<file path="src/rtl/mac_pkg.sv">
// Shared types and constants for the mac_acc_24 accumulator stage.
package mac_pkg;

    typedef enum logic [1:0] {
        IDLE = 2'd0,
        ACC  = 2'd1,
        DONE = 2'd2
    } state_t;

    localparam int          MAC_DATA_W  = 24;
    localparam logic [23:0] MAC_SAT_MAX = 24'h7FFFFF;
    localparam logic [23:0] MAC_SAT_MIN = 24'h800000;

endpackage

</file>
<file path="src/rtl/mac_acc_24_cla.sv">
// 24-bit carry-lookahead adder: 4-bit lookahead blocks chained by group generate/propagate.
module cla_24
    import mac_pkg::*;
(
    input  logic [MAC_DATA_W-1:0] a,
    input  logic [MAC_DATA_W-1:0] b,
    input  logic                  cin,
    output logic [MAC_DATA_W-1:0] sum,
    output logic                  cout
);

    logic [23:0] g;
    logic [23:0] p;
    logic [23:0] carry;
    logic [6:0]  blk_c;
    logic [5:0]  grp_g;
    logic [5:0]  grp_p;

    always_comb begin
        g     = a & b;
        p     = a ^ b;
        carry = '0;
        blk_c = '0;
        grp_g = '0;
        grp_p = '0;
        blk_c[0] = cin;
        for (int k = 0; k < 6; k++) begin
            grp_g[k] = g[4*k+3]
                     | (p[4*k+3] & g[4*k+2])
                     | (p[4*k+3] & p[4*k+2] & g[4*k+1])
                     | (p[4*k+3] & p[4*k+2] & p[4*k+1] & g[4*k]);
            grp_p[k] = p[4*k+3] & p[4*k+2] & p[4*k+1] & p[4*k];
            blk_c[k+1] = grp_g[k] | (grp_p[k] & blk_c[k]);
            // Carries inside a block are expanded from the block carry-in only.
            carry[4*k]   = blk_c[k];
            carry[4*k+1] = g[4*k] | (p[4*k] & blk_c[k]);
            carry[4*k+2] = g[4*k+1] | (p[4*k+1] & g[4*k])
                         | (p[4*k+1] & p[4*k] & blk_c[k]);
            carry[4*k+3] = g[4*k+2] | (p[4*k+2] & g[4*k+1])
                         | (p[4*k+2] & p[4*k+1] & g[4*k])
                         | (p[4*k+2] & p[4*k+1] & p[4*k] & blk_c[k]);
        end
        sum  = p ^ carry;
        cout = blk_c[6];
    end

endmodule

</file>
<file path="src/rtl/mac_acc_24.sv">
// Accumulates ACC_LEN signed 24-bit partial sums and offers the total on a valid/ready port.
// Optional build macro MAC_ACC_SAT_EN: saturate instead of wrapping on signed overflow.
module mac_acc_24
    import mac_pkg::*;
#(
    parameter int ACC_LEN = 16
) (
    input  logic                  clk,
    input  logic                  rst_n,
    input  logic                  clr,
    input  logic                  in_valid,
    output logic                  in_ready,
    input  logic [MAC_DATA_W-1:0] in_data,
    output logic                  out_valid,
    input  logic                  out_ready,
    output logic [MAC_DATA_W-1:0] out_data,
    output logic                  out_ovf
);

    localparam int             CNT_W = $clog2(ACC_LEN + 1);
    localparam logic [CNT_W-1:0] LAST = CNT_W'(ACC_LEN);

    // Handshake: a beat moves when in_valid && in_ready; a result moves when
    // out_valid && out_ready. Neither side's valid depends on the other's ready.
    state_t                state;
    state_t                state_next;
    logic [MAC_DATA_W-1:0] acc;
    logic [MAC_DATA_W-1:0] a_sel;
    logic [MAC_DATA_W-1:0] sum;
    logic [MAC_DATA_W-1:0] acc_next;
    logic [CNT_W-1:0]      cnt;
    logic [CNT_W-1:0]      cnt_inc;
    logic                  ovf;
    logic                  add_ovf;
    logic                  beat;
    logic                  cla_cout_unused;

    assign in_ready  = (state != DONE);
    assign out_valid = (state == DONE);
    assign out_data  = acc;
    assign out_ovf   = ovf;
    assign beat      = in_valid && in_ready;
    assign cnt_inc   = cnt + CNT_W'(1);

    // The first beat of a window starts from zero rather than the stale register.
    assign a_sel = (state == IDLE) ? '0 : acc;

    cla_24 u_cla (
        .a    (a_sel),
        .b    (in_data),
        .cin  (1'b0),
        .sum  (sum),
        .cout (cla_cout_unused)
    );

    assign add_ovf = (a_sel[23] == in_data[23]) && (sum[23] != a_sel[23]);

`ifdef MAC_ACC_SAT_EN
    assign acc_next = add_ovf ? (a_sel[23] ? MAC_SAT_MIN : MAC_SAT_MAX) : sum;
`else
    assign acc_next = sum;
`endif

    always_ff @(posedge clk or negedge rst_n) begin
        if (!rst_n) begin
            state <= IDLE;
        end else begin
            state <= state_next;
        end
    end

    always_comb begin
        state_next = state;
        if (clr) begin
            state_next = IDLE;
        end else begin
            case (state)
                IDLE, ACC: begin
                    if (beat) begin
                        state_next = (cnt_inc == LAST) ? DONE : ACC;
                    end
                end
                DONE: begin
                    if (out_ready) begin
                        state_next = IDLE;
                    end
                end
                default: state_next = IDLE;
            endcase
        end
    end

    always_ff @(posedge clk or negedge rst_n) begin
        if (!rst_n) begin
            acc <= '0;
            cnt <= '0;
            ovf <= 1'b0;
        end else if (clr || (out_valid && out_ready)) begin
            acc <= '0;
            cnt <= '0;
            ovf <= 1'b0;
        end else if (beat) begin
            acc <= acc_next;
            cnt <= cnt_inc;
            ovf <= ovf | add_ovf;
        end
    end

endmodule

</file>
<file path="config.mk">
export PLATFORM = sky130hd
export DESIGN_NAME = mac_acc_24
export DESIGN_NICKNAME = d
export VERILOG_FILES = /design/src/rtl/mac_pkg.sv /design/src/rtl/mac_acc_24_cla.sv /design/src/rtl/mac_acc_24.sv
export SDC_FILE = /design/constraint.sdc
export NUM_CORES = 1
export LEC_CHECK = 0
export ABC_AREA = 1
export BUFFER_PORTS_ARGS = -buffer_cell sky130_fd_sc_hd__clkbuf_2
export CORE_ASPECT_RATIO = 1.25
export CORE_MARGIN = 1
export CORE_UTILIZATION = 25
export CTS_CLUSTER_DIAMETER = 120
export DETAILED_ROUTE_END_ITERATION = 7
export GPL_ROUTABILITY_DRIVEN = 0
export REMOVE_ABC_BUFFERS = 1
export SETUP_SLACK_MARGIN = 0.5
export SKIP_LAST_GASP = 1
export SLEW_MARGIN = 5
export SYNTH_ARGS = -nofsm -noshare
export SYNTH_HDL_FRONTEND = slang
export SYNTH_SLANG_ARGS = --single-unit
</file>
<file path="constraint.sdc">
create_clock -name clk -period 7 [get_ports clk]
set_clock_uncertainty 0.15 [all_clocks]
set_input_delay 1.05 -clock clk [delete_from_list [all_inputs] [get_ports clk]]
set_output_delay 1.05 -clock clk [all_outputs]
set_load 0.02 [all_outputs]
</file>
# --- After elaboration in Yosys (flattened, before gate mapping) ---
# Cells that the tools add are included.
# W data, S select, Z words.
op_classes:
  add_sub_neg: 1
  mux: 12
  bitwise_logic: 138
  n_eq_ne: 8
  n_reduce_logical: 8
ops:
  columns: ["operator", "count"]
  rows:
  - ["$and A1 B1 Y1", 82]
  - ["$mux W24", 3]
  - ["$or A1 B1 Y1", 53]
  - ["$xor A24 B24 Y24", 2]
  - ["$and A23 B23 Y23", 1]
  - ["$mux W5", 2]
  - ["$mux W2", 4]
  - ["$add A5 B1 Y5 const B", 1]
  - ["$eq A5 B5 Y1 const B", 1]
  - ["$pmux W2 S2", 1]
  - ["$logic_and A1 B1 Y1", 3]
  - ["$ne A3 B2 Y1 const B", 1]
  - ["$ne A3 B3 Y1 const B", 1]
  - ["$eq A2 B1 Y1 const B", 1]
  - ["$eq A2 B2 Y1 const B", 1]
  - ["$logic_not A2 Y1", 1]
  - ["$mux W1", 2]
  - ["$ne A2 B2 Y1 const B", 1]
  - ["$reduce_and A2 Y1", 1]
  - ["$reduce_bool A2 Y1", 1]
  - ["$reduce_or A2 Y1", 1]
  - ["$eq A1 B1 Y1", 1]
  - ["$logic_or A1 B1 Y1", 1]
  - ["$ne A1 B1 Y1", 1]
word_totals:
  inputBits: 29
  out_inout_bits: 27
  reg_bits: 32

# --- Logic depth before layout (Yosys ltp) ---
logic_depth:
  depth_word: 23
  depth_mapped: 21

# --- Hierarchy ---
# Synthesis repeated with hierarchy kept, for this count alone.
hier_totals:
  cells_unflattened: 335
  hier_area_um2: 2713.9
by_module_without_submodules:
  columns: ["module", "cells_per_inst", "seq_area_each_um2", "instances", "area_each_um2"]
  rows:
  - ["mac_acc_24", 195, 800.8, 1, 1661.6]
  - ["cla_24", 140, 0.0, 1, 1052.3]

# --- Least setup slack after synthesis ---
# Ideal clock, no wire load.
synth_timing:
  path_type: "input-to-reg"
  startpoint: "in in_data[3]"
  endpoint: "reg acc[20], in the netlist out_data[20]"
  setup_slack_ns: 3.921
  t_arrival_ns: 2.835
  setup_time_ns: 0.094
  path_stages: 15
  path_buffers: 0
  t_required_ns: 6.756
  cell_sequence: "ha_1 -> or2_0 -> nand2_1 -> nand2_2 -> nand2_2 -> nand2_4 -> nand2_4 -> nand2_4 -> nand2_4 -> nand2_4 -> nand2_2 -> nand2_2 -> inv_1 -> fa_1 -> a211oi_1"
synth_via:
  elab_chain_cells: 16
synth_rtl:
  columns: ["element", "line", "source"]
  rows:
  - ["start: declaration", "mac_acc_24.sv:13", "input logic [MAC_DATA_W-1:0] in_data,"]
  - ["$xor A24 B24 Y24", "mac_acc_24_cla.sv:21", "p = a ^ b;"]
  - ["$and A1 B1 Y1, on equally long branches", null, null]
  - ["$or A1 B1 Y1 (tied with other cells)", "mac_acc_24_cla.sv:29", "| (p[4*k+3] & g[4*k+2])"]
  - ["$or A1 B1 Y1 / $and A1 B1 Y1 (equally long branches)", "mac_acc_24_cla.sv:30, mac_acc_24_cla.sv:31", null]
  - ["$or A1 B1 Y1 (*)", "mac_acc_24_cla.sv:31", "| (p[4*k+3] & p[4*k+2] & p[4*k+1] & g[4*k]);"]
  - ["$and A1 B1 Y1 (*)", "mac_acc_24_cla.sv:33", "blk_c[k+1] = grp_g[k] | (grp_p[k] & blk_c[k]);"]
  - ["$or A1 B1 Y1 (*)", "mac_acc_24_cla.sv:33", null]
  - ["$and A1 B1 Y1 (*)", "mac_acc_24_cla.sv:33", null]
  - ["$or A1 B1 Y1 (*)", "mac_acc_24_cla.sv:33", null]
  - ["$and A1 B1 Y1 (*)", "mac_acc_24_cla.sv:33", null]
  - ["$or A1 B1 Y1 (*)", "mac_acc_24_cla.sv:33", null]
  - ["$and A1 B1 Y1 (*)", "mac_acc_24_cla.sv:33", null]
  - ["$or A1 B1 Y1 (*)", "mac_acc_24_cla.sv:33", null]
  - ["$xor A24 B24 Y24 (*)", "mac_acc_24_cla.sv:43", "sum = p ^ carry;"]
  - ["$mux W24 (*)", "mac_acc_24.sv:102", "end else if (beat) begin"]
  - ["$mux W24 (*)", "mac_acc_24.sv:98", "end else if (clr || (out_valid && out_ready)) begin"]
  - ["end signal: assignment", "mac_acc_24.sv:103", "acc <= acc_next;"]
  - ["end: declaration", "mac_acc_24.sv:27", "logic [MAC_DATA_W-1:0] acc;"]
# Every way passes the cells marked *; elsewhere a longest branch is shown, timed or not. The select of a mux whose other input is x is not followed.
# A chain may end at the register's enable or synchronous reset.

# --- Worst setup path after layout ---
layout_timing:
  startpoint: "reg state[0]"
  endpoint: "reg acc[21], in the netlist out_data[21]"
layout_via:
  elab_chain_cells: 20
layout_rtl:
  columns: ["element", "line", "source"]
  rows:
  - ["start: declaration", "mac_acc_24.sv:25", "state_t state;"]
  - ["start signal: assignment", "mac_acc_24.sv:68", "state <= state_next;"]
  - ["$logic_not A2 Y1", "mac_acc_24.sv:46", "assign a_sel = (state == IDLE) ? '0 : acc;"]
  - ["$mux W24", "mac_acc_24.sv:46", null]
  - ["$xor A24 B24 Y24 / $and A23 B23 Y23 (equally long branches)", "mac_acc_24_cla.sv:21, mac_acc_24_cla.sv:20", null]
  - ["$and A1 B1 Y1, on equally long branches", null, null]
  - ["$or A1 B1 Y1 (tied with other cells)", "mac_acc_24_cla.sv:29", null]
  - ["$or A1 B1 Y1 / $and A1 B1 Y1 (equally long branches)", "mac_acc_24_cla.sv:30, mac_acc_24_cla.sv:31", null]
  - ["$or A1 B1 Y1", "mac_acc_24_cla.sv:31", null]
  - ["$and A1 B1 Y1", "mac_acc_24_cla.sv:33", null]
  - ["[... 4 more ...]", null, null]
  - ["$or A1 B1 Y1", "mac_acc_24_cla.sv:33", null]
  - ["$and A1 B1 Y1", "mac_acc_24_cla.sv:33", null]
  - ["$or A1 B1 Y1", "mac_acc_24_cla.sv:33", null]
  - ["$and A1 B1 Y1", "mac_acc_24_cla.sv:36", "carry[4*k+1] = g[4*k] | (p[4*k] & blk_c[k]);"]
  - ["$or A1 B1 Y1", "mac_acc_24_cla.sv:36", null]
  - ["$xor A24 B24 Y24", "mac_acc_24_cla.sv:43", null]
  - ["$mux W24", "mac_acc_24.sv:102", null]
  - ["$mux W24", "mac_acc_24.sv:98", null]
# Parallel ways exist; a longest one is shown, timed or not. The select of a mux whose other input is x is not followed.

==> metrics.txt <==
status=complete, no violations; main combinational cell family by area after synthesis=simple AND/OR/NAND/NOR gates; Synth Area in Simple Gates=25.7%; HPWL Detailed=approximately 4500 um; post-synthesis cell count=approximately 320; Syn. warnings=0; clock tree from TritonCTS=built; critical path peak fanout=23; die area=10,300 um2; MaxCap Viol Count=0; Main synth FF type=dfrtp_1; Setup crit end kind=flip-flop; initial antenna violation count=0; DRC viols=0; Final setup viols=0; antenna cells=0; share of flip-flops with an asynchronous set or reset=100%; Wirelength per Cell=11.9 um; setup bufs post-CTS=0; share of cells above drive strength 1=between 20% and 30%; Final Cycle Share=44.4%; Sink Count=32; Worst setup SP type=flip-flop; Vias/cell=4.37; gr usage total=roughly an eighth; maximum root-to-sink buffer count=2; Final nets=roughly 440; Hold Path Depth=2; leakage=0.00161 uW; post-synthesis compound-gate area fraction=12.0%; pre-CTS WS=3.67 ns; final wirelength=6010 um; Seq/Total Area, Yosys=between 30% and 40%; Antenna Nets Post-Route=0; htree depth=2; #FFs+latches synth=32; critical path data arrival time=3.08 ns; core area=9610 um2; min-delay src=out_data[23]$_DFFE_PN0P_; Final Critical Period=3.11 ns; Clock transition at path regs=0.06 ns; count leader, synth=inv_1; cell area after synthesis=2460 um2; post-route cell area=3030 um2; worst endpoint required time=6.98 ns; Post-synth EDFFs=0; pwr dens=181 nW/um2; Hold Crit Class=flip-flop to flip-flop; 1st-pass router iterations=4; Synth area leader=dfrtp_1; synthesized area per cell=about 7.7 um2; synth top area cells=dfrtp_1 (33%), ha_1 (12%), inv_1 (7.9%), nand2_1 (7.3%), nor2_1 (6.9%); port bufs=55; Layout area overhead=22.9%; Final Hold Viols=0; pin count of the biggest net entering global routing=33; Fmax achieved=approximately 320 MHz; VDD IR max=roughly 0.11 mV; row count=40; Die X=90.8 um; relative slew slack=a little over two fifths; Post-CTS Resized=0; starting DRC count in detailed routing=84; critical path class=flip-flop to flip-flop; RSZ-0062 raised after global routing=false; max-slew violations=0; R2R Setup Slk=3.89 ns; Initial Util=25.6%; root buffer cell=clkbuf_16; setup ws final=3.89 ns; Post-Synth Adder-Cell Area=17.1%; Fillers=1,070; XOR/XNOR share of the synthesized area=3.20%; Post-DP Area=2880 um2; via count=2,207; first-pass GRT wire length=10,300 um; post-synthesis mux area share=0%; Hold Path End=out_data[23]$_DFFE_PN0P_; worst-margin pin slew=0.867 ns; vias in the first global route=2,184; synth cell count leaders=inv_1 (52), nand2_1 (48), nor2_1 (45); worst flop-to-flop path endpoint=out_data[21]$_DFFE_PN0P_; hold_buf cts=0; synth unique cells=32; worst skew pair latency=~0.28 ns; RR Startpoint=state[0]$_DFFE_PN0P_; GRT overflow=0; CTS buffer count=5; FF-to-FF path depth=21; share of the synthesized area in the top cell type=32.5%; Setup TNS=0 ns; IO Pins=56; die height=around 110 um
worst max path at each step:
| stage | from | endpoint | slack [ns] | depth (start not counted) |
|---|---|---|---|---|
| global route | state[0]$_DFFE_PN0P_ | out_data[21]$_DFFE_PN0P_ | 3.61 | 19 |
| CTS | state[0]$_DFFE_PN0P_ | out_data[21]$_DFFE_PN0P_ | 3.89 | 21 |
| finish | state[0]$_DFFE_PN0P_ | out_data[21]$_DFFE_PN0P_ | 3.89 | 21 |
| floorplan | state[0]$_DFFE_PN0P_ | out_data[21]$_DFFE_PN0P_ | 3.69 | 18 |
| global placement | in_data[2] | out_data[21]$_DFFE_PN0P_ | 3.72 | 19 |
| detailed placement | in_data[2] | out_data[21]$_DFFE_PN0P_ | 3.67 | 19 |
cells by family after synthesis:
| logic type | after synthesis |
|---|---|
| AO/OA/AOI/OAI | 51 |
| AND/OR/NAND/NOR | 139 |
| XOR/XNOR | 9 |
| buffers and inverters | 60 |
| adder cells (fa/ha/maj) | 30 |
| flip-flops | 32 |
final cells by class:
type / instances / area [um2] / area share (%)
Clock buffer: 6 / 139 / 4.59
Inverter: 52 / 195 / 6.45
Timing Repair Buffer: 58 / 298 / 9.84
Multi-Input combinational cell: 229 / 1430 / 47.1
Sequential cell: 32 / 801 / 26.5
Tap cell: 126 / 158 / 5.21
Clock inverter: 2 / 10.0 / 0.331
routing by layer:
layer  track usage (%)  part of all wire, %  vias to the layer above  routed length (um)
met5                 0                    0                        -                   0
met2              21.6                   48                       41                2910
met1              16.1                   47                     1013                2810
met3              2.08                  3.3                        8                 198
li1                  -                    -                     1145                   -
met4              3.76                  1.6                        0                  94
worst max-delay path, stage by stage, from the launching register on:
cell	delay [ns]
dfrtp_1	0.40
nor2_1	0.11
buf_4	0.31
nor2_1	0.08
ha_1	0.35
nand2_1	0.08
nand2_1	0.07
nand2_1	0.06
nand2_2	0.08
nand2_2	0.07
nand2_4	0.08
nand2_4	0.05
nand2_4	0.08
nand2_4	0.05
nand2_4	0.07
nand2_2	0.05
nand2_2	0.07
inv_1	0.05
fa_1	0.37
xnor2_1	0.14
nand3_1	0.07
o21ai_0	0.09
placed cells by master (no fill, tap or decap), drive strengths merged, types with 7 or more instances in the layout:
| cell | n |
|---|---|
| a21oi | 14 |
| clkbuf | 61 |
| dfrtp | 32 |
| ha | 24 |
| inv | 52 |
| nand2 | 59 |
| nand3 | 28 |
| nor2 | 46 |
| o21ai | 24 |
| o22ai | 7 |
per-stage QoR:
stage	power, uW	util (%)	std cells	hold WS, ns
finish	547	31.5	505	0.353
floorplan	285	-	313	0.323
CTS	554	31.5	505	0.365
detailed placement	330	29.9	497	0.350
global placement	328	29.9	497	0.342
global route	578	31.5	505	0.382
registers in the layout (all words and copies together) (netlist names):
register  cells
cnt           5
state         2
out_data     24
out_ovf       1
report_power, final:
group | switching (uW) | internal, uW
Sequential | 8.36 | 198
Combinational | 76.7 | 42.5
Clock | 81.5 | 140
Total | 167 | 380
Power figures use the tool's default switching activity.
